<file path="src/rtl/sync_tx_arbiter.sv">
// Round-robin arbiter that shares one synchronizer transmitter among N producers.
// A winner's word is latched, presented on v/out_data until accepted, then acked.
module sync_tx_arbiter #(
  parameter int DATA_MSB    = 7,
  parameter int N           = 4,
  parameter int IDW         = 2,
  parameter int TIMEOUT_CYC = 255
) (
  input  logic                      clk,
  input  logic                      reset,
  input  logic                      en,
  input  logic [N-1:0]              req_v,
  input  logic [N*(DATA_MSB+1)-1:0] req_data,
  output logic [N-1:0]              req_ack,
  output logic [IDW-1:0]            grant_id,
  output logic                      v,
  output logic [DATA_MSB:0]         out_data,
  input  logic                      f,
  output logic                      busy,
  output logic                      timeout_err,
  output logic [15:0]               words_sent
);

  localparam int W = DATA_MSB + 1;

  localparam logic [1:0] ST_IDLE = 2'd0;
  localparam logic [1:0] ST_SEND = 2'd1;
  localparam logic [1:0] ST_HOLD = 2'd2;

  logic [1:0]       state;
  logic [IDW-1:0]   rr_ptr;
  logic [IDW-1:0]   rr_next;
  logic [IDW-1:0]   win_idx;
  logic             win_found;
  logic [IDW:0]     cand;
  logic [15:0]      stall_cnt;
  logic [15:0]      stall_next;
  logic [DATA_MSB:0] req_words [N];

  for (genvar g = 0; g < N; g++) begin : g_unpack
    assign req_words[g] = req_data[g*W +: W];
  end

  // First active requester at or after the rr pointer, wrapping modulo N.
  always_comb begin
    win_found = 1'b0;
    win_idx   = '0;
    cand      = '0;
    for (int i = 0; i < N; i++) begin
      cand = {1'b0, rr_ptr} + (IDW+1)'(i);
      if (cand >= (IDW+1)'(N)) begin
        cand = cand - (IDW+1)'(N);
      end
      if (!win_found && req_v[cand[IDW-1:0]]) begin
        win_found = 1'b1;
        win_idx   = cand[IDW-1:0];
      end
    end
  end

  assign rr_next    = (grant_id == IDW'(N-1)) ? '0 : grant_id + IDW'(1);
  assign stall_next = stall_cnt + 16'd1;

  assign v    = (state == ST_SEND);
  assign busy = (state != ST_IDLE);

  always_ff @(posedge clk or posedge reset) begin
    if (reset) begin
      state       <= ST_IDLE;
      rr_ptr      <= '0;
      grant_id    <= '0;
      out_data    <= '0;
      req_ack     <= '0;
      words_sent  <= '0;
      stall_cnt   <= '0;
      timeout_err <= 1'b0;
    end else begin
      req_ack <= '0;
      case (state)
        ST_IDLE: begin
          stall_cnt <= '0;
          if (en && !f && win_found) begin
            grant_id <= win_idx;
            out_data <= req_words[win_idx];
            state    <= ST_SEND;
          end
        end
        ST_SEND: begin
          if (!f) begin
            req_ack    <= N'(1) << grant_id;
            words_sent <= words_sent + 16'd1;
            rr_ptr     <= rr_next;
            stall_cnt  <= '0;
            state      <= ST_HOLD;
          end else begin
            // Saturate so a very long stall can never wrap back below the threshold.
            if (stall_cnt != 16'hFFFF) begin
              stall_cnt <= stall_next;
            end
            if (stall_next == 16'(TIMEOUT_CYC)) begin
              timeout_err <= 1'b1;
            end
          end
        end
        ST_HOLD: begin
          stall_cnt <= '0;
          state     <= ST_IDLE;
        end
        default: begin
          state <= ST_IDLE;
        end
      endcase
    end
  end

endmodule
</file>
<file path="config.mk">
export PLATFORM = sky130hd
export DESIGN_NAME = sync_tx_arbiter
export DESIGN_NICKNAME = d
export VERILOG_FILES = /design/src/rtl/sync_tx_arbiter.sv
export SDC_FILE = /design/constraint.sdc
export NUM_CORES = 1
export LEC_CHECK = 0
export ABC_AREA = 1
export CAP_MARGIN = 20
export CORE_AREA = 2 2 83 85
export CTS_CLUSTER_DIAMETER = 100
export DETAILED_ROUTE_END_ITERATION = 6
export DIE_AREA = 0 0 85 87
export PLACE_DENSITY = 0.84
export SYNTH_ARGS = -nofsm -noshare
export SYNTH_HDL_FRONTEND = slang
export SYNTH_SLANG_ARGS = --single-unit
</file>
<file path="constraint.sdc">
create_clock -name clk -period 2.7 [get_ports clk]
set_clock_uncertainty 0.2 [all_clocks]
set_input_delay 0.27 -clock clk [delete_from_list [all_inputs] [get_ports clk]]
set_output_delay 0.27 -clock clk [all_outputs]
set_load 0.005 [all_outputs]
</file>
Word level (Yosys, flattened, before mapping)
Cells that the tools add are included.

word-level totals
  output and inout bits = 33
  input bits = 40
  flip-flop bits (word level) = 51
  logic and storage cells = 88

operators by class
  add/sub/neg operators = 10
  bitwise gates (word level) = 2
  shift-type cells = 1
  eq/ne operators = 8
  multiplexer cells = 32
  magnitude comparators = 9
  reductions and logical operators = 18

operator list
  cell                                                                          number
  16-bit by 1-bit adder with 16-bit output, second input constant               2
  16-bit 2-to-1 mux                                                             2
  16-bit case mux with 2 select lines                                           1
  2-bit 2-to-1 mux                                                              11
  8-bit binary-select mux with 2-bit select                                     1
  16-bit by 8-bit equality test with 1-bit output, second input constant        1
  8-bit 2-to-1 mux                                                              2
  16-bit inequality test, second input constant                                 1
  3-bit greater-or-equal comparator, second input constant                      4
  2-bit by 3-bit less-than comparator with 1-bit output, second input constant  4
  1-bit binary-select mux with 2-bit select                                     4
  1-bit 2-to-1 mux                                                              8
  4-bit 2-to-1 mux                                                              2
  2-bit AND reduction                                                           4
  2-bit by 1-bit subtractor with 2-bit output, second input constant            4
  2-bit by 2-bit adder with 3-bit output, second input constant                 2
  1-bit logical AND                                                             5
  2-bit equality test, second input constant                                    2
  1-bit zero test                                                               4
  2-bit inequality test, second input constant                                  2
  2-bit case mux with 2 select lines                                            1
  2-bit nonzero test                                                            2
  1-bit by 2-bit << shifter with 4-bit output, first input constant             1
  2-bit by 1-bit adder with 3-bit output, second input constant                 1
  other kinds (9)                                                               9

Logic depth before layout (Yosys ltp)
Gate-level depths: netlist (run 1).

  depth in word-level cells = 18
  gate-level depth with buffers = 16
  gate-level depth less buffers = 14

Worst setup path after synthesis (run 1)
OpenSTA, ideal clock, no wires.

  path type = register to register
  start point = reg stall_cnt[1]
  end point = reg stall_cnt[10]
  stages on the path, launching flop included = 9
  setup time = 0.135 ns
  data arrival time = 1.618 ns
  period minus slack after synthesis = 1.953 ns
  setup slack = 0.747 ns
  buffers on the path = 1
  required time = 2.365 ns
  path through = dfrtp_1 > ha_1 > nand3_1 > nor2_1 > nand4_1 > nor3_1 > or2_2 > clkbuf_1 > o22ai_1

on the way
  word-level cells in the longest chain between the ends = 4
  elaborated cells between the ends (all ways) = 7
  those cells by class = 1 x add/sub; 2 x eq/ne; 3 x mux; 1 x reduce/logical

RTL lines
  what                                      line  RTL
  from (decl)                               36    logic [15:0] stall_cnt;
  from (signal assigned)                    98    stall_cnt <= stall_next;
  16-bit by 1-bit adder with 16-bit output  62    assign stall_next = stall_cnt + 16'd1;
  16-bit 2-to-1 mux                         97    if (stall_cnt != 16'hFFFF) begin
  16-bit 2-to-1 mux                         89    if (!f) begin
  16-bit case mux with 2 select lines       79    case (state)

Parallel ways exist; a longest one is shown, timed or not. The select of a mux whose other input is x is not followed.
A chain may end at the register's enable or synchronous reset.

Final worst setup path (run 1)
  start point = reg stall_cnt[1]
  end point = reg stall_cnt[3]

The elaborated chain is that of the path after synthesis.

==> results.toml, run 1 <==
[outcome]
status = "completed"

[synth]
synth-simple-area-share_pct = 36.7
synth-xor-area-share_pct = 6.84
synth_fa_ha_area_share_pct = 2.73
yosysUniqueCellTypes = 33
synth.top_cell.area_share_pct = 39.8
yosysWarnings = 0
synth_area_leaders = "dfrtp_1 40%, nand2_1 15%, inv_1 6.8%"
synth_compound_area_share_pct = 4.22
netlist_instances = 416
syn_avg_cell_area_um2 = 7.70
syn-cell-area_um2 = 3200
ys_seq_elements = 51
synth_nets = 463
yosys.area.top_type = "dfrtp_1"
synth_top_family_by_area = "simple AND/OR/NAND/NOR gates"
ys_seq_area_share_pct = 39.8
synthMuxAreaShare_pct = 0

[clocking]
cts_tree = "done"
ctsHoldBuffers = 0
cts_resized = 0
cts_buffers = 5
htree_levels = 2
cts-root-to-sink-buffers = 2
clk_root_buffer_cell = "clkbuf_8"
cts_setup_buffers = 0
clk_latency_ns = 0.31
path_clk_slew_ns = 0.10
clock_sinks = 51

[timing]
fmax_ghz = 0.440
drv_slew = 0
fin_tns_setup_ns = 0
rsz0062_at_grt = "false"
finalSetupViolations = 0
fin_crit_ns = 2.27
fin_crit_sh_pct = 84.2
worstMarginPinSlew_ns = 0.628
finalHoldViolCount = 0
maxSlewHeadroom_pct = 58.2

[cells_and_area]
fin_nets = 538
area_growth_pct = 27.8
mostFrequentLayoutCell = "nand2_1"
layout_common_cells = "128 x nand2_1, 72 x clkdlybuf4s50_1, 57 x inv_1, 51 x dfrtp_1, 30 x nand3_1"
fin_util_pct = 62.3
drive_gt1_share_pct = 11.2
layoutNonFillerInstCount = 572
antenna_cells = 0

[die]
ios = 73
dieHeight_um = 87
start_util_pct = 48.8
die-area_um2 = 7400
die_x_um = 85
num_rows = 30
coreArea_um2 = 6570

[detailed_routing]
vias_per_cell = 4.94
drtIter0Drc = 163
drt_wl_total_mm = 7.15
dr.pass1.iters = 4
ant_nets = 0
detailroute.via_count = 2828
wire_per_inst_um = 12.5
drc = 0

[placed_design]
place_inst = 564
dp_hpwl_mm = 5.60
gp_congestion = 0.918
io_buffers = 72

[power_and_ir_drop]
ir_drop_mv = 0.703
leakage_uw = 0.00202
power_density_nw_per_um2 = 824

[worst_setup_path]
crit_chain = "ha_1 > nand3_1 > nor2_1 > nand4_1 > nor3_1 > a21oi_2 > buf_4 > nand4_1 > o21ai_0"
cp-start-kind = "register"
crit_top_cell = "nand4_1"
end_kind = "register"
critPathKind = "reg -> reg"
worst_ep_required_time_ns = 2.69
max_stage_delay_ns = 0.41
worstPathMaxFanout = 12
arrival_ns = 2.26
cp_slowest_cell = "dfrtp_1"

[job]
drv_cap = 0

[global_route]
grt_pass1_wl_mm = 12.7
grt_overflow = 0
grt.total_usage_pct = 20.9
grt_start_max_net_pins = 52
grt_pass1_vias = 2954
antenna_found_initial = 0

[hold_path]
timing.hold.worst.class = "in -> async"
==> Yosys cell counts <==
cell type	count
ha_1	7
buf_12	1
o21ai_0	10
buf_2	1
xnor2_1	3
inv_6	1
inv_4	1
nand3_1	30
buf_6	3
nor2_4	3
xor2_1	22
inv_1	58
a21oi_1	2
nand3_2	3
a21oi_2	1
nand2_4	5
nor2_8	1
dfrtp_1	51
o31ai_1	3
nand2_2	17
or2_2	1
nor3_1	8
nand4_1	9
nand3_4	2
nor2_1	27
nand2_1	128
clkbuf_1	1
and3_1	1
nor4_2	1
nand4_4	1
o22ai_1	7
nor2_2	3
inv_2	4
==> flip-flops by register name, summed over array words and instances, names as in the netlist <==
signal / flops
stall_cnt: 16
words_sent: 16
out_data: 8
req_ack: 4
grant_id: 2
rr_ptr: 2
state: 2
timeout_err: 1
==> cell type report <==
class	instances	area, um^2
clock inverter	3	47.5
clock buffer	5	68.8
multi-input combinational	295	1620
fill	571	2480
timing repair buffer	74	736
inverter	64	248
tap	80	100
sequential	51	1280
==> metrics by stage <==
step | cell area (um^2) | total power (uW) | hold WS, ns | setup WS (ns)
after floorplan | 3200 | 2440 | 0.238 | 0.747
after detailed placement | 3980 | 2850 | 0.256 | 0.374
final | 4090 | 3370 | 0.232 | 0.427
after global routing | 4090 | 3670 | 0.311 | 0.224
after CTS | 4090 | 3410 | 0.264 | 0.409
after global placement | 3980 | 2790 | 0.254 | 0.362
==> per-layer routing <==
metal	routed length, um	track usage [%]	part of all wire [%]	vias up
li1	-	-	-	1442
met1	2880	24.1	40	1297
met2	3660	37.4	51	81
met3	520	6.54	7.3	8
met4	80	6.06	1.1	0
met5	0	0	0	-
==> power breakdown <==
part           internal (uW)  switching, uW
clock                    281            273
sequential               898            156
combinational            708           1050
total                   1890           1480
==> worst max-delay path, delay by kind of cell, from the launching register on <==
kind	cells	cell delay [ns]
AND/OR/NAND/NOR	5	0.92
flip-flops	1	0.41
adder cells (fa/ha/maj)	1	0.22
AO/OA/AOI/OAI	2	0.21
buffers and inverters	1	0.21
==> final timing paths <==
| check | from | end | slack (ns) | depth (start not counted) |
|---|---|---|---|---|
| max | stall_cnt[1] | stall_cnt[3] | 0.43 | 9 |
| min | reset | stall_cnt[9] | 0.23 | 3 |
| max reg2reg | stall_cnt[1] | stall_cnt[3] | 0.43 | 9 |
| min reg2reg | timeout_err | timeout_err | 0.28 | 2 |
| max in group asynchronous | reset | rr_ptr[1] | 1.63 | 3 |
| min in group clk | timeout_err | timeout_err | 0.28 | 2 |
==> cell families after synthesis <==
kind of cell | after synthesis
xor gates and xnor gates | 25
AOI/OAI and AO/OA | 23
adders and majority gates | 7
and+or+nand+nor | 240
buffers and inverters | 70
DFF | 51
(Power assumes the default switching activity.)
==> inputs of run 2 (changes only) <==
- clock period: 2.7 -> 2.3 ns (I/O delays scaled with it)
==> results.toml, run 2 (same netlist as run 1, synthesis figures left out) <==
[outcome]
status = "completed"

[worst_setup_path]
end_kind = "register"
timing.rr.start = "stall_cnt[1]"
worst_ep_required_time_ns = 2.32
critPathKind = "reg -> reg"
worstPathMaxFanout = 7
critPathLaunch = "stall_cnt[1]"
arrival_ns = 2.12
cp-start-kind = "register"

[power_and_ir_drop]
fin_total_pwr_uw = 4150
p_comb_share_pct = 51.7
power_density_nw_per_um2 = 984
p_seq_share_pct = 29.9
p_sw_uw = 1770
power.internal_uw = 2370
leakage_uw = 0.00209
ir_drop_mv = 0.718
clock_power_share_pct = 18.4
p_sw_share_pct = 42.8

[detailed_routing]
drt_wl_total_mm = 7.19
dr.pass1.iters = 4
detailroute.via_count = 2857
ant_nets = 0
drc = 0
wire_per_inst_um = 12.3
drtIter0Drc = 122
vias_per_cell = 4.90

[timing]
fin_tns_setup_ns = 0
rsz0062_at_grt = "false"
worst_slack_ns = 0.198
worstMarginPinSlew_ns = 0.408
fin_crit_ns = 2.10
drv_slew = 0
finalSetupViolations = 0
fmax_ghz = 0.476
fin_crit_sh_pct = 91.4
finalHoldViolCount = 0
holdWs_ns = 0.0178
maxSlewHeadroom_pct = 72.7

[cells_and_area]
layout_common_cells = "128 x nand2_1, 72 x clkdlybuf4s50_1, 57 x inv_1, 50 x dfrtp_1, 30 x nand3_1"
multi_input_area_um2 = 1620
fin_nets = 549
regArea_um2 = 1280
n_fill_cell = 517
area_growth_pct = 31.5
antenna_cells = 0
drive_gt1_share_pct = 13.3
reg_top3 = "stall_cnt (16), words_sent (16), out_data (8)"
mostFrequentLayoutCell = "nand2_1"
fin_util_pct = 64.1

[clocking]
cts_setup_buffers = 0
ctsHoldBuffers = 0
cts_tree = "done"
cts_buffers = 5
cts-root-to-sink-buffers = 2
htree_levels = 2
clk_root_buffer_cell = "clkbuf_8"
clock_sinks = 51
path_clk_slew_ns = 0.10
clk_latency_ns = 0.31

[die]
coreArea_um2 = 6570
start_util_pct = 48.8
num_rows = 30
dieHeight_um = 87
die-area_um2 = 7400
ios = 73
die_x_um = 85

[global_route]
grt_pass1_wl_mm = 12.0
grt_overflow = 0
grt_start_max_net_pins = 28
antenna_found_initial = 0
grt_pass1_vias = 2776
grt.total_usage_pct = 20.1

[job]
drv_cap = 0

[placed_design]
dp_hpwl_mm = 5.73
gp_congestion = 0.927
io_buffers = 72
dp_slack_ns = 0.0342

[hold_path]
timing.hold.worst.class = "in -> async"
[run 2: power by group through the flow]
stage                     registers, uW  clock network, uW  logic (uW)
after detailed placement           1250                  0        2150
after global placement             1250                  0        2070
after CTS                          1240                767        2160
after floorplan                    1200                  0        1660
final                              1240                764        2140
after global routing               1260                800        2390
[run 2: final cells by class]
class,instances,share of cell area (%)
clock buffers,5,1.63
clock inverters,3,1.69
inverters,64,5.88
multi-input cells,295,38.4
flip-flops and latches,51,30.3
well taps,80,2.38
repair buffers,85,19.7
[run 2: timing repair]
action / CTS / global route
endpoints found under the hold margin: 0 / 0
setup endpoints to repair: 0 / 8
gates resized for setup: 0 / 1
[run 2: per-stage QoR]
stage | std cells | area, um^2
after floorplan | 416 | 3200
after global placement | 575 | 4070
after detailed placement | 575 | 4070
after CTS | 583 | 4210
after global routing | 583 | 4210
final | 583 | 4210
[run 2: final timing paths]
| path | to | slack [ns] | cells after the start |
|---|---|---|---|
| min in group clk | words_sent[7] | 0.30 | 1 |
| worst max-delay path | stall_cnt[0] | 0.20 | 8 |
| max in group asynchronous | rr_ptr[0] | 1.41 | 3 |
| worst min register to register | words_sent[7] | 0.30 | 1 |
| worst min-delay path | stall_cnt[12] | 0.02 | 2 |
| worst max register to register | stall_cnt[0] | 0.20 | 8 |
[run 2: per-layer routing]
layer | part of all wire (%) | global-route usage [%] | up-vias | wire, um
met5 | 0 | 0 | - | 0
met4 | 1.5 | 6.64 | 0 | 108
met3 | 8.0 | 7.20 | 14 | 578
met2 | 50 | 35.0 | 81 | 3580
met1 | 41 | 23.0 | 1302 | 2920
li1 | - | - | 1460 | -
[run 2: critical path, stage by stage (launching register included)]
cell     delay [ns]
dfrtp_1        0.40
ha_1           0.19
nand3_1        0.14
nor2_1         0.19
nand4_1        0.15
nor3_1         0.25
a21oi_2        0.10
buf_4          0.17
o21ai_0        0.20
==> inputs of run 3 (changes only) <==
==> constraint.sdc (replaced) <==
create_clock -name clk -period 2.3 [get_ports clk]
set_clock_uncertainty 0.2 [all_clocks]
set_input_delay 0.23 -clock clk [delete_from_list [all_inputs] [get_ports clk]]
set_output_delay 0.23 -clock clk [all_outputs]
set_load 0.1 [all_outputs]
==> results.toml, run 3 (same netlist as run 1, synthesis figures left out) <==
[outcome]
status = "completed"

[cells_and_area]
fin_nets = 547
area_growth_pct = 27.9
drive_gt1_share_pct = 20.6
fin_util_pct = 62.4
layout_common_cells = "127 x nand2_1, 57 x inv_1, 47 x dfrtp_1, 42 x buf_4, 39 x clkdlybuf4s50_1"
antenna_cells = 0
mostFrequentLayoutCell = "nand2_1"
reg_top3 = "stall_cnt (16), words_sent (16), out_data (8)"

[timing]
fmax_ghz = 0.474
finalSetupViolations = 0
worstMarginPinSlew_ns = 0.390
finalHoldViolCount = 0
worst_slack_ns = 0.188
fin_tns_setup_ns = 0
drv_slew = 0
holdWs_ns = 0.283
maxSlewHeadroom_pct = 73.9
fin_crit_ns = 2.11
fin_crit_sh_pct = 91.8
rsz0062_at_grt = "false"

[detailed_routing]
vias_per_cell = 4.98
dr_wl_met2_mm = 3.45
wire_per_inst_um = 12.3
drtIter0Drc = 168
drt_wl_total_mm = 7.14
dr.pass1.iters = 4
wl_met3_um = 463
detailroute.via_count = 2891
drc = 0
ant_nets = 0
drt-met1-wl_mm = 3.10
maxUsedRoutingLayer = "met4"

[worst_setup_path]
cpLargestDelayFamily = "simple AND/OR/NAND/NOR gates"
worst-path-buf-inv = 4
worstPathMaxFanout = 19
end_kind = "register"
critPathKind = "reg -> reg"
cp-start-kind = "register"
worst_ep_required_time_ns = 2.34
arrival_ns = 2.15
cp_slowest_cell = "dfrtp_1"
max_stage_delay_ns = 0.37
crit_chain = "buf_4 > inv_6 > nand2_2 > nand3_1 > nand2_4 > inv_2 > nand2_1 > nand2_2 > nand3_4 > inv_8 > nand2_2 > nand2_1 > nand2_1 > nand3_1"

[global_route]
antenna_found_initial = 0
grt_start_max_net_pins = 43
grt_overflow = 0
grt_pass1_vias = 2814
grt_pass1_wl_mm = 12.0
grt.total_usage_pct = 20.0

[clocking]
clock_sinks = 51
clk_latency_ns = 0.30
clk_root_buffer_cell = "clkbuf_8"
htree_levels = 2
path_clk_slew_ns = 0.09
cts_tree = "done"
cts-root-to-sink-buffers = 2
cts_buffers = 5

[placed_design]
dp_slack_ns = 0.0144
io_buffers = 72
dp_hpwl_mm = 5.62
gp_congestion = 0.949

[die]
die-area_um2 = 7400
ios = 73
die_x_um = 85
num_rows = 30
dieHeight_um = 87
coreArea_um2 = 6570
start_util_pct = 48.8

[power_and_ir_drop]
power_density_nw_per_um2 = 1200
leakage_uw = 0.00210
ir_drop_mv = 1.05
fin_total_pwr_uw = 4910

[job]
drv_cap = 0

[hold_path]
timing.hold.worst.class = "reg -> reg"
run 3: cell count changes in the layout (fill, tap and decap cells not counted), moves of 2 or more:
cell,before,now
buf_4,12,42
dfrtp_2,1,4
nor2_1,27,25
dfrtp_1,50,47
bufinv_16,2,0
clkdlybuf4s50_1,72,39
run 3: stage by stage:
stage | area [um^2] | cells
after floorplan | 3220 | 416
after global placement | 3980 | 572
after CTS | 4070 | 581
final | 4100 | 581
after global routing | 4100 | 581
after detailed placement | 3980 | 572
run 3: timing repair:
action	4_1_cts	5_1_grt
resized for setup	0	6
endpoints found under the setup margin	0	9
buffers inserted	0	0
endpoints found under the hold margin	9	0
hold buffers	1	0
run 3: routing by layer:
layer | vias up | GRT usage [%]
met5 | - | 0
met4 | 0 | 7.65
met3 | 13 | 5.02
met2 | 85 | 33.8
met1 | 1329 | 24.7
li1 | 1464 | -
run 3: worst min-delay path, stage by stage (launching register included):
cell and delay [ns]:
dfrtp_1 0.36, inv_1 0.04, nand2_1 0.05
run 3: cell type report:
cell class,instances,area [um^2]
Sequential cell,51,1280
Tap cell,80,100
Timing Repair Buffer,83,736
Clock inverter,2,12.5
Clock buffer,6,72.6
Inverter,64,253
Multi-Input combinational cell,295,1640
Fill cell,532,2470
run 3: report_power, final:
group          internal [uW]  total (uW)  switching (uW)
Clock                    213         505             291
Sequential              1060        1220             162
Combinational            845        3180            2330
Total                   2120        4910            2790
run 3: final timing paths:
path / from / endpoint / slack [ns] / cells after the start
worst max-delay path: rr_ptr[0] / out_data[1] / 0.19 / 14
worst min-delay path: timeout_err / timeout_err / 0.28 / 2
worst max register to register: rr_ptr[0] / out_data[1] / 0.19 / 14
worst min register to register: timeout_err / timeout_err / 0.28 / 2
max in group asynchronous: reset / rr_ptr[1] / 0.89 / 4
min in group asynchronous: reset / stall_cnt[14] / 0.51 / 3
